File: src/rtl/ckm_pkg.sv
// Shared definitions for the clock-manager sequencer: state encoding,
// default timing constants and small elaboration-time helpers.
package ckm_pkg;

  typedef enum logic [2:0] {
    RST_DCM   = 3'd0,
    WAIT_LOCK = 3'd1,
    SETTLE    = 3'd2,
    RELEASE   = 3'd3,
    RUN       = 3'd4,
    FAULT     = 3'd5
  } ckm_state_t;

  localparam int CKM_N_DCM         = 3;
  localparam int CKM_RST_CYCLES    = 4;
  localparam int CKM_LOCK_TIMEOUT  = 100000;
  localparam int CKM_SETTLE_CYCLES = 1024;
  localparam int CKM_STAGE_GAP     = 16;
  localparam int CKM_MAX_RETRY     = 3;

  function automatic int clog2(input int v);
    int r;
    r = 0;
    for (int i = 0; i < 31; i++)
      if ((1 << i) < v) r = i + 1;
    return r;
  endfunction

  function automatic int imax(input int a, input int b);
    return (a > b) ? a : b;
  endfunction

endpackage

File: src/rtl/clk_rst_sequencer_if.sv
// DCM lock/reset bundle between the sequencer (master) and the clock
// manager / reset consumers (slave).
interface clk_rst_sequencer_if #(
  parameter int N_DCM = 3,
  parameter int RC_W  = 2
);
  logic [N_DCM-1:0] dcm_locked;
  logic             dcm_rst;
  logic [N_DCM-1:0] dom_rst;
  logic             xclk_oe;
  logic             ready;
  logic             fault;
  logic [RC_W-1:0]  retry_cnt;

  modport master (
    input  dcm_locked,
    output dcm_rst, dom_rst, xclk_oe, ready, fault, retry_cnt
  );

  modport slave (
    output dcm_locked,
    input  dcm_rst, dom_rst, xclk_oe, ready, fault, retry_cnt
  );
endinterface

File: src/rtl/sync_2ff.sv
// Bit-wise two-flop synchronizer; each bit is an independent level signal.
module sync_2ff #(
  parameter int W = 1
) (
  input  logic         clk,
  input  logic         rst,
  input  logic [W-1:0] d,
  output logic [W-1:0] q
);
  logic [W-1:0] meta;

  always_ff @(posedge clk) begin
    if (rst) begin
      meta <= '0;
      q    <= '0;
    end else begin
      meta <= d;
      q    <= meta;
    end
  end
endmodule

File: src/rtl/clk_rst_sequencer.sv
// Power-up / lock-loss sequencer: pulses DCM reset, waits for lock, releases domain
// resets in order. CKM_AUTO_RETRY_EN: retry the DCM reset up to MAX_RETRY times.
module clk_rst_sequencer
  import ckm_pkg::*;
#(
  parameter int N_DCM         = CKM_N_DCM,
  parameter int RST_CYCLES    = CKM_RST_CYCLES,
  parameter int LOCK_TIMEOUT  = CKM_LOCK_TIMEOUT,
  parameter int SETTLE_CYCLES = CKM_SETTLE_CYCLES,
  parameter int STAGE_GAP     = CKM_STAGE_GAP,
  parameter int MAX_RETRY     = CKM_MAX_RETRY
) (
  input  logic                clk,
  input  logic                rst,
  clk_rst_sequencer_if.master bus
);
  localparam int TMR_W = imax(1, clog2(imax(imax(LOCK_TIMEOUT, SETTLE_CYCLES),
                                            imax(RST_CYCLES, STAGE_GAP))));
  localparam int STG_W = imax(1, clog2(N_DCM));
  localparam int RC_W  = imax(1, clog2(MAX_RETRY + 1));

  localparam logic [TMR_W-1:0] RST_LAST  = TMR_W'(RST_CYCLES - 1);
  localparam logic [TMR_W-1:0] LOCK_LAST = TMR_W'(LOCK_TIMEOUT - 1);
  localparam logic [TMR_W-1:0] SETL_LAST = TMR_W'(SETTLE_CYCLES - 1);
  localparam logic [TMR_W-1:0] GAP_LAST  = TMR_W'(STAGE_GAP - 1);
  localparam logic [STG_W-1:0] STG_LAST  = STG_W'(N_DCM - 1);

  ckm_state_t       state_q, state_d;
  logic [TMR_W-1:0] timer_q, timer_d;
  logic [STG_W-1:0] stage_q, stage_d;
  logic             dcm_rst_q, dcm_rst_d;
  logic [N_DCM-1:0] dom_q, dom_d;
  logic             oe_q, oe_d;
  logic             rdy_q, rdy_d;
  logic             fault_q, fault_d;
  logic [RC_W-1:0]  rc_q, rc_d;
  logic [N_DCM-1:0] lk_s;
  logic             lk_all;
  logic             fail;

  sync_2ff #(.W(N_DCM)) u_sync (
    .clk (clk),
    .rst (rst),
    .d   (bus.dcm_locked),
    .q   (lk_s)
  );

  assign lk_all = &lk_s;

  always_comb begin
    state_d   = state_q;
    timer_d   = timer_q;
    stage_d   = stage_q;
    dcm_rst_d = dcm_rst_q;
    dom_d     = dom_q;
    oe_d      = oe_q;
    rdy_d     = rdy_q;
    fault_d   = fault_q;
    rc_d      = rc_q;
    fail      = 1'b0;

    case (state_q)
      RST_DCM: begin
        dcm_rst_d = 1'b1;
        dom_d     = '1;
        oe_d      = 1'b0;
        rdy_d     = 1'b0;
        timer_d   = timer_q + TMR_W'(1);
        if (timer_q == RST_LAST) begin
          state_d   = WAIT_LOCK;
          timer_d   = '0;
          dcm_rst_d = 1'b0;
        end
      end
      WAIT_LOCK: begin
        dcm_rst_d = 1'b0;
        timer_d   = timer_q + TMR_W'(1);
        if (lk_all) begin
          state_d = SETTLE;
          timer_d = '0;
        end else if (timer_q == LOCK_LAST) begin
          fail = 1'b1;
        end
      end
      SETTLE: begin
        timer_d = timer_q + TMR_W'(1);
        if (!lk_all) begin
          fail = 1'b1;
        end else if (timer_q == SETL_LAST) begin
          // Domain 0 comes out of reset on the same edge RELEASE is entered.
          state_d  = RELEASE;
          timer_d  = '0;
          stage_d  = '0;
          dom_d[0] = 1'b0;
        end
      end
      RELEASE: begin
        timer_d = timer_q + TMR_W'(1);
        if (!lk_all) begin
          fail = 1'b1;
        end else if (timer_q == GAP_LAST) begin
          timer_d = '0;
          if (stage_q == STG_LAST) begin
            state_d = RUN;
            oe_d    = 1'b1;
            rdy_d   = 1'b1;
            rc_d    = '0;
          end else begin
            stage_d = stage_q + STG_W'(1);
            for (int i = 1; i < N_DCM; i++)
              if (stage_q == STG_W'(i - 1)) dom_d[i] = 1'b0;
          end
        end
      end
      RUN: begin
        if (!lk_all) fail = 1'b1;
      end
      FAULT: begin
        dcm_rst_d = 1'b1;
        dom_d     = '1;
        oe_d      = 1'b0;
        rdy_d     = 1'b0;
        fault_d   = 1'b1;
      end
      default: begin
        state_d = FAULT;
        timer_d = '0;
      end
    endcase

    // Timeout and lock-loss share one exit: drop every domain at once.
    if (fail) begin
      dom_d     = '1;
      oe_d      = 1'b0;
      rdy_d     = 1'b0;
      timer_d   = '0;
      stage_d   = '0;
      dcm_rst_d = 1'b1;
`ifdef CKM_AUTO_RETRY_EN
      if (rc_q < RC_W'(MAX_RETRY)) begin
        rc_d    = rc_q + RC_W'(1);
        state_d = RST_DCM;
      end else begin
        state_d = FAULT;
        fault_d = 1'b1;
      end
`else
      state_d = FAULT;
      fault_d = 1'b1;
`endif
    end

`ifndef CKM_AUTO_RETRY_EN
    rc_d = '0;
`endif
  end

  always_ff @(posedge clk) begin
    if (rst) begin
      state_q   <= RST_DCM;
      timer_q   <= '0;
      stage_q   <= '0;
      dcm_rst_q <= 1'b1;
      dom_q     <= '1;
      oe_q      <= 1'b0;
      rdy_q     <= 1'b0;
      fault_q   <= 1'b0;
      rc_q      <= '0;
    end else begin
      state_q   <= state_d;
      timer_q   <= timer_d;
      stage_q   <= stage_d;
      dcm_rst_q <= dcm_rst_d;
      dom_q     <= dom_d;
      oe_q      <= oe_d;
      rdy_q     <= rdy_d;
      fault_q   <= fault_d;
      rc_q      <= rc_d;
    end
  end

  assign bus.dcm_rst   = dcm_rst_q;
  assign bus.dom_rst   = dom_q;
  assign bus.xclk_oe   = oe_q;
  assign bus.ready     = rdy_q;
  assign bus.fault     = fault_q;
  assign bus.retry_cnt = rc_q;

endmodule

File: src/flat_wrapper.sv
// flat-port wrapper written by rule: the top's interface ports become plain ports
module clk_rst_sequencer_flat import ckm_pkg::*;
#(
  parameter int N_DCM         = CKM_N_DCM,
  parameter int RST_CYCLES    = CKM_RST_CYCLES,
  parameter int LOCK_TIMEOUT  = CKM_LOCK_TIMEOUT,
  parameter int SETTLE_CYCLES = CKM_SETTLE_CYCLES,
  parameter int STAGE_GAP     = CKM_STAGE_GAP,
  parameter int MAX_RETRY     = CKM_MAX_RETRY
)
  (clk, rst, bus_dcm_locked, bus_dcm_rst, bus_dom_rst, bus_xclk_oe, bus_ready, bus_fault, bus_retry_cnt);
  clk_rst_sequencer_if #(.N_DCM(N_DCM), .RC_W(2)) bus_i ();
  input  logic clk;
  input  logic rst;
  input wire logic [$bits(bus_i.dcm_locked)-1:0] bus_dcm_locked;
  output wire logic [$bits(bus_i.dcm_rst)-1:0] bus_dcm_rst;
  output wire logic [$bits(bus_i.dom_rst)-1:0] bus_dom_rst;
  output wire logic [$bits(bus_i.xclk_oe)-1:0] bus_xclk_oe;
  output wire logic [$bits(bus_i.ready)-1:0] bus_ready;
  output wire logic [$bits(bus_i.fault)-1:0] bus_fault;
  output wire logic [$bits(bus_i.retry_cnt)-1:0] bus_retry_cnt;
  assign bus_i.dcm_locked = bus_dcm_locked;
  assign bus_dcm_rst = bus_i.dcm_rst;
  assign bus_dom_rst = bus_i.dom_rst;
  assign bus_xclk_oe = bus_i.xclk_oe;
  assign bus_ready = bus_i.ready;
  assign bus_fault = bus_i.fault;
  assign bus_retry_cnt = bus_i.retry_cnt;
  clk_rst_sequencer #(.N_DCM(N_DCM), .RST_CYCLES(RST_CYCLES), .LOCK_TIMEOUT(LOCK_TIMEOUT), .SETTLE_CYCLES(SETTLE_CYCLES), .STAGE_GAP(STAGE_GAP), .MAX_RETRY(MAX_RETRY)) u_core (.clk(clk), .rst(rst), .bus(bus_i));
endmodule
File: config.mk
export PLATFORM = sky130hd
export DESIGN_NAME = clk_rst_sequencer_flat
export DESIGN_NICKNAME = d
export VERILOG_FILES = /design/src/rtl/ckm_pkg.sv /design/src/rtl/clk_rst_sequencer_if.sv /design/src/rtl/sync_2ff.sv /design/src/rtl/clk_rst_sequencer.sv /design/src/flat_wrapper.sv
export SDC_FILE = /design/constraint.sdc
export NUM_CORES = 1
export LEC_CHECK = 0
export BUFFER_PORTS_ARGS = -buffer_cell sky130_fd_sc_hd__buf_2
export CORE_AREA = 5 5 58 73
export DETAILED_ROUTE_END_ITERATION = 10
export DIE_AREA = 0 0 63 78
export PLACE_DENSITY_LB_ADDON = 0.3
export SLEW_MARGIN = 15
export SYNTH_ARGS = -nofsm -noshare
export SYNTH_HDL_FRONTEND = slang
export SYNTH_SLANG_ARGS = --single-unit
File: constraint.sdc
create_clock -name clk -period 2.62 [get_ports clk]
set_clock_uncertainty 0.15 [all_clocks]
set_input_delay 0.262 -clock clk [delete_from_list [all_inputs] [get_ports clk]]
set_output_delay 0.262 -clock clk [all_outputs]
set_load 0.02 [all_outputs]
After elaboration in Yosys (flattened, before gate mapping) --
Index checks and enable logic that the tools add are counted.
Word-level totals: bits in registers 34, input bits 5, output and inout bits 9, logic and storage cells 106
Cells by class: add/sub/neg operators 2, equal/unequal tests 29, mux-type cells 43, bitwise logic cells 1, reduce and logical (&&, ||, !) cells 19
Operators by type and width (number):
- $mux W17 | 6
- $pmux W17 S5 | 1
- $mux W3 | 8
- $ne A3 B1 Y1 const B | 7
- $ne A2 B1 Y1 const B | 10
- $add A17 B1 Y17 const B | 1
- $eq A17 B10 Y1 const B | 1
- $eq A17 B17 Y1 const B | 1
- $eq A17 B2 Y1 const B | 1
- $eq A17 B4 Y1 const B | 1
- $mux W2 | 8
- $reduce_and A8 Y1 | 2
- $pmux W3 S5 | 1
- $mux W1 | 13
- $reduce_and A5 Y1 | 2
- $pmux W2 S2 | 2
- $reduce_bool A2 Y1 | 4
- $eq A3 B2 Y1 const B | 2
- $eq A3 B3 Y1 const B | 2
- $pmux W1 S2 | 3
- $reduce_and A3 Y1 | 2
- $reduce_and A6 Y1 | 1
- $reduce_or A2 Y1 | 3
- $reduce_and A4 Y1 | 1
- other kinds (11) | 11

Depth between registers and ports, before layout --
Gate-level depths: netlist of run 1.
depth in word-level cells 6, gate-level depth with buffers 8, gate-level depth less buffers 6

By module --
From an unflattened synthesis of run 1, not the netlist that was laid out.
Second synthesis, totals: cells, all modules 245, area, all modules 1870.5 sq um
Modules (own cells, without submodules):
- clk_rst_sequencer | times used 1, cells each 233, area an instance 1712.9 sq um, sequential area each 560.5 sq um
- sync_2ff | times used 1, cells each 12, area an instance 157.7 sq um, sequential area each 120.1 sq um

Least setup slack after synthesis of run 1 --
OpenSTA, ideal clock, no wires.
path kind reg-to-reg, start register u_core.timer_q[0], end register u_core.timer_q[11], arrival 1.904 ns, setup slack 0.449 ns, cell stages (with the launch flop) 8, buffers on the path 1, clock period less this slack 2.171 ns, cell sequence dfxtp_1 -> ha_1 -> nor4b_2 -> nand4_1 -> a211o_1 -> or2_1 -> buf_6 -> a32o_1
Between the ends: word-level cells in the longest chain between the ends 5
Ends and longest elaborated chain:
- start: declaration | line clk_rst_sequencer.sv:29 | logic [TMR_W-1:0] timer_q, timer_d;
- start signal: assignment | line clk_rst_sequencer.sv:171 | timer_q <= timer_d;
- parallel branches: the longest is 5 deep, another holds $add A17 B1 Y17
Parallel ways; which one is timed is not known. A chain may end at the register's enable or synchronous reset.

Worst setup path in the final report of run 1 --
start register u_core.timer_q[0], end register u_core.timer_q[8]
The elaborated chain is that of the path after synthesis.

==> run metrics, run 1 <==
total gr overflow=0; fmax=approximately 420 MHz; R2R Path Start=u_core.timer_q[0]$_SDFFE_PP0N_; via count=1816; most common cell after layout, fill and taps aside=dfxtp_1; Skew-Pair Late Insertion Delay=290 ps; cell area after layout=2153 µm²; # hold bufs at CTS=0; reg2reg end=u_core.timer_q[8]$_SDFFE_PP0N_; Hold Crit Start=bus_dcm_locked[0]; Slew HR=61.86%; Final Wtd Congestion=0.8692; starting density of the core=between 50 and 60%; root buf cell=clkbuf_8; crit-path cells=ha_1 -> nor4b_2 -> nand4_1 -> a211o_1 -> or2_1 -> a32o_1; total track usage=20.06%; Post-CTS Setup Bufs=0; Cells after Synth=about 240; share of cells above drive strength 1=roughly 14%; Setup Viol. Count Final=0; DR WL/cell=16.43 µm; number of I/O port buffers=11; ys flop type=dfxtp_1; DRC errors left=0; H-tree Lvls=2; worst min path class=in -> reg; worst-margin pin slew=about 570 ps; Yosys top cell area share=34.32%; RSZ-0062 raised after global routing=false; Final Power=~1600 µW; # rows=24; overall die height=78 µm; register area share after synthesis=34.32%; # resized after CTS=0; R2R depth=6; Post-synth EDFFs=0; Final TNS setup=0 ps; CTS sink cnt=34; Area growth, synth to finish=8.581%; CP max stage delay=400 ps; critical path class=reg -> reg; Die ar.=about 5000 µm²; Arr. time, crit path=about 2400 ps; YS warnings=0; largest net degree at the start of global routing=19; largest area contributor in the netlist=dfxtp_1; Mapped Area=1983 µm²; vias per cell=about 6.3; CP endpoint kind=flop; Core Footprint=3453 µm²; Final WS setup=222.6 ps; number of antenna-violating nets in the routed design=0; count of max-cap constraint violations=0; flops & latches, synth=34; nets@finish=255; Post-synth ARST share=0%; count of final max-slew check failures=0; CTS tree=built; synth top area cells=dfxtp_1 (34%), nor3_1 (4.5%), a211oi_1 (4.2%); Final HPWL DP=3.337 mm; Slowest-stage cell, CP=dfxtp_1; Hold Vio Cnt, Final=0; minimum clock period=roughly 2400 ps; initial antenna violation count=0; most frequent cells in the layout=dfxtp_1 (34), nor3_1 (18), nand3_1 (13); die width=approximately 63 µm; clock buffer depth=2; Synth cell types=between 50 and 60; 1st-iter DRT viols=between 100 and 150; Worst-path clk slew=70 ps; global-route wire length before repair=7.838 mm; Crit path required time=about 2700 ps; First-pass DRT Iterations=4; # diodes=0; run status=complete, no violations; r2r setup slk=220 ps; area post-placement=2062 µm²; Leak=between 0.0007 and 0.0008 µW; Avg Cell Area, Syn=8.298 µm²; Cells after DPL=278; pwr dens=745.7 nW/µm²; CP startpoint kind=flop; Worst Hold Depth=2; Final Instance Count excl. Fillers=286; IO Pins=14; CP Max Fanout=8; Num CTS Buffers=5; WL final=4.698 mm; DP Worst Slack=about 240 ps; vias in the first global route=1716; Final Cycle Share=around nine tenths; Hold EP=u_core.u_sync.meta[0]$_SDFF_PP0_; maximum vdd ir drop=619.9 µV
==> power breakdown <==
part | internal (µW) | switching [µW]
Sequential | 569 | 77.9
Combinational | 223 | 332
Clock | 212 | 191
Total | 1000 | 601
==> flip-flops by register name, summed over array words and instances, names as in the netlist <==
signal	cells
u_core.stage_q	2
u_core.bus.dcm_rst	1
u_core.timer_q	17
u_core.bus.xclk_oe	1
u_core.u_sync.meta	3
u_core.u_sync.q	3
u_core.bus.fault	1
u_core.state_q	3
u_core.bus.dom_rst	3
==> worst max-delay path, delay by kind of cell (launching register included) <==
kind                     cells  cell delay (ps)
AO/OA/AOI/OAI                2              630
adder cells (fa/ha/maj)      1              250
flip-flops                   1              400
AND/OR/NAND/NOR              3              870
==> final cells by class <==
class	count	area, µm²
Tap cell	39	48.80
Clock inverter	1	5.005
Multi-Input combinational cell	177	1176
Fill cell	315	1300
Timing Repair Buffer	21	130.1
Inverter	7	26.28
Clock buffer	7	86.33
Sequential cell	34	680.7
==> logic make-up (layout without fill, tap and decap cells) <==
group / after synthesis / after routing / synth area share [%]
other: 1 / 2 / 0.1891
AOI/OAI and AO/OA: 64 / 64 / 23.22
adders and majority gates: 4 / 4 / 2.524
buffers and inverters: 29 / 36 / 6.562
xor gates and xnor gates: 6 / 6 / 2.650
DFF: 34 / 34 / 34.32
muxes: 4 / 4 / 2.082
and+or+nand+nor: 97 / 97 / 28.45
==> layer usage <==
metal	track usage [%]	wire length [µm]	up-vias
met5	0	0	-
met4	11.46	116	0
met3	5.636	228	11
met2	33.26	2346	44
met1	22.80	2006	856
li1	-	-	905
==> how the worst max path moves through the flow <==
stage / to / cells past startpoint / slack (ps) / start
final: u_core.timer_q[8]$_SDFFE_PP0N_ / 6 / 220 / u_core.timer_q[0]$_SDFFE_PP0N_
after global routing: u_core.timer_q[3]$_SDFFE_PP0N_ / 6 / 80 / u_core.state_q[1]$_SDFFE_PP0P_
after CTS: u_core.timer_q[15]$_SDFFE_PP0N_ / 6 / 230 / u_core.timer_q[0]$_SDFFE_PP0N_
after detailed placement: u_core.timer_q[15]$_SDFFE_PP0N_ / 6 / 240 / u_core.timer_q[0]$_SDFFE_PP0N_
after global placement: u_core.state_q[1]$_SDFFE_PP0P_ / 5 / 300 / u_core.state_q[0]$_SDFFE_PP0P_
after floorplan: u_core.timer_q[11]$_SDFFE_PP0N_ / 7 / 450 / u_core.timer_q[0]$_SDFFE_PP0N_
==> cell usage after synthesis, types with 6 or more instances <==
cell type	number
a211oi_1	11
a21oi_1	10
a32o_1	6
and3_1	6
clkbuf_1	16
dfxtp_1	34
inv_1	7
nand2_1	11
nand3_1	13
nand4_1	7
nor2_1	12
nor2b_1	9
nor3_1	18
o21ai_0	6
o22ai_1	6
==> stage by stage <==
step	hold slack (ps)	util, %
4_1_cts	23.10	62.36
6_report	25.93	62.36
3_3_place_gp	266.1	59.71
5_1_grt	36.79	62.36
3_5_place_dp	277.0	59.71
2_1_floorplan	240.2	-
Note: power is estimated with default switching activity, not from simulation.
==> run 2, diff against run 1 <==
--- a/config.mk
+++ b/config.mk
@@ -6,9 +6,9 @@
 export NUM_CORES = 1
 export LEC_CHECK = 0
 export BUFFER_PORTS_ARGS = -buffer_cell sky130_fd_sc_hd__buf_2
-export CORE_AREA = 5 5 58 73
+export CORE_AREA = 5 5 61 76
 export DETAILED_ROUTE_END_ITERATION = 10
-export DIE_AREA = 0 0 63 78
+export DIE_AREA = 0 0 66 81
 export PLACE_DENSITY_LB_ADDON = 0.3
 export SLEW_MARGIN = 15
 export SYNTH_ARGS = -nofsm -noshare
==> constraint.sdc (replaced) <==
create_clock -name clk -period 2.05 [get_ports clk]
set_clock_uncertainty 0.15 [all_clocks]
set_input_delay 0.205 -clock clk [delete_from_list [all_inputs] [get_ports clk]]
set_output_delay 0.205 -clock clk [all_outputs]
set_load 0.02 [all_outputs]
==> run metrics, run 2 (synthesis gave the netlist of run 1 again) <==
Buf+Inv Stages, Crit Path=0; Flop pwr share=36.1%; Num CTS Buffers=5; First-pass DRT Iterations=4; most common cell after layout, fill and taps aside=buf_4; 1st-iter DRT viols=between 100 and 150; met3 WL=around 250 µm; die width=66 µm; violated checks=negative setup slack; Psw=840.9 µW; initial antenna violation count=0; number of I/O port buffers=11; # diodes=0; most frequent cells in the layout=buf_4 (54), dfxtp_1 (27), nor3_1 (15); Crit path required time=2080 ps; sw frac=37.59%; share of cells above drive strength 1=35.59%; Core Footprint=3785 µm²; CP endpoint kind=flop; H-tree Lvls=2; Area growth, synth to finish=35.27%; CP Max Fanout=8; Biggest register=u_core.timer_q; overall die height=81 µm; worst min path class=in -> reg; Clock Power Share=20.8%; number of antenna-violating nets in the routed design=0; worst hold margin=98.95 ps; Final Wtd Congestion=slightly above 0.9; Leak=about 0.0011 µW; Hold Vio Cnt, Final=0; DR WL/cell=15.99 µm; maximum vdd ir drop=around 430 µV; nets@finish=approximately 300; IO Pins=14; total track usage=a little under a quarter; fmax=460.3 MHz; WL final=5.582 mm; Final TNS setup=-1162 ps; total gr overflow=0; via count=between 2000 and 2500; root buf cell=clkbuf_8; combinational share of power=43.0%; max reg flops=17; Final Power=between 2000 and 2500 µW; fill count=between 300 and 400; P_int=about 1400 µW; CTS sink cnt=34; crit-path cells=or4_4 -> nor4_4 -> nor3_2 -> or2_4 -> a32o_1; Die ar.=approximately 5300 µm²; Worst-path clk slew=70 ps; RSZ-0062 raised after global routing=true; CTS tree=built; DRC errors left=0; Final Cycle Share=106.0%; DP Worst Slack=-123.8 ps; Arr. time, crit path=2200 ps; CP max stage delay=550 ps; Skew-Pair Late Insertion Delay=290 ps; metal1 wirelength=roughly 2.3 mm; vias in the first global route=between 2000 and 2500; Top delay family on crit path=simple AND/OR/NAND/NOR gates; critical path class=reg -> reg; top sig layer=met4; clock buffer depth=2; run status=finished, violations left; count of final max-slew check failures=0; count of max-cap constraint violations=0; Slowest-stage cell, CP=or4_4; global-route wire length before repair=9.294 mm; # rows=25; CP startpoint kind=flop; vias per cell=5.865; Routed met2 length=slightly below 3 mm; pwr dens=833.8 nW/µm²; minimum clock period=2172 ps; Setup Viol. Count Final=21; largest net degree at the start of global routing=14; Final HPWL DP=3.919 mm; starting density of the core=between 50% and 60%; Final WS setup=-122.3 ps
## run 2: path summary, 6_finish.rpt
check	start	end	slack, ps	depth (start not counted)
hold / removal	rst	u_core.state_q[2]$_SDFFE_PP0P_	100	2
setup reg to reg	u_core.timer_q[11]$_SDFFE_PP0N_	u_core.timer_q[16]$_SDFFE_PP0N_	-120	5
setup / recovery	u_core.timer_q[11]$_SDFFE_PP0N_	u_core.timer_q[16]$_SDFFE_PP0N_	-120	5
hold reg to reg	u_core.u_sync.meta[1]$_SDFF_PP0_	u_core.u_sync.q[1]$_SDFF_PP0_	290	1
## run 2: metal layers
layer,up-vias,track usage (%)
met3,15,4.426
met5,-,0
met2,61,41.12
met4,0,10.57
met1,970,24.79
li1,1001,-
## run 2: area by class of cell
type	count	area, µm²	area share, %
timing repair buffer	70	513.0	19.12
multi-input combinational	177	1308	48.74
tap	54	67.56	2.519
inverter	7	26.28	0.9795
clock buffer	5	68.82	2.565
sequential	34	689.4	25.70
clock inverter	2	10.01	0.3731
## run 2: worst register-to-register path, cell delays in order, from the launching register on
cell     delay [ps]
dfxtp_2         330
or4_4           550
nor4_4          370
nor3_2          110
or2_4           310
a32o_1          260
## run 2: timing repair
item | 4_1_cts | 5_1_grt
buffers inserted | 1 | 4
hold buffers | 3 | 0
pin swaps | 8 | 12
endpoints found under the hold margin | 3 | 0
gates resized for setup | 5 | 16
setup endpoints to repair | 11 | 24
## run 2: through the flow
step	util (%)	instance area (µm²)	std cells
final	70.88	2683	349
after global routing	70.88	2683	349
after CTS	68.20	2581	345
after detailed placement	64.43	2439	334
after global placement	64.43	2439	334
after floorplan	-	2049	240
## run 2: power by group through the flow
stage	clock network (µW)	registers [µW]	logic [µW]
finish	465	809	963
floorplan	0	820	577
detailed placement	0	817	866
CTS	471	805	894
global route	502	811	1040
global placement	0	818	862
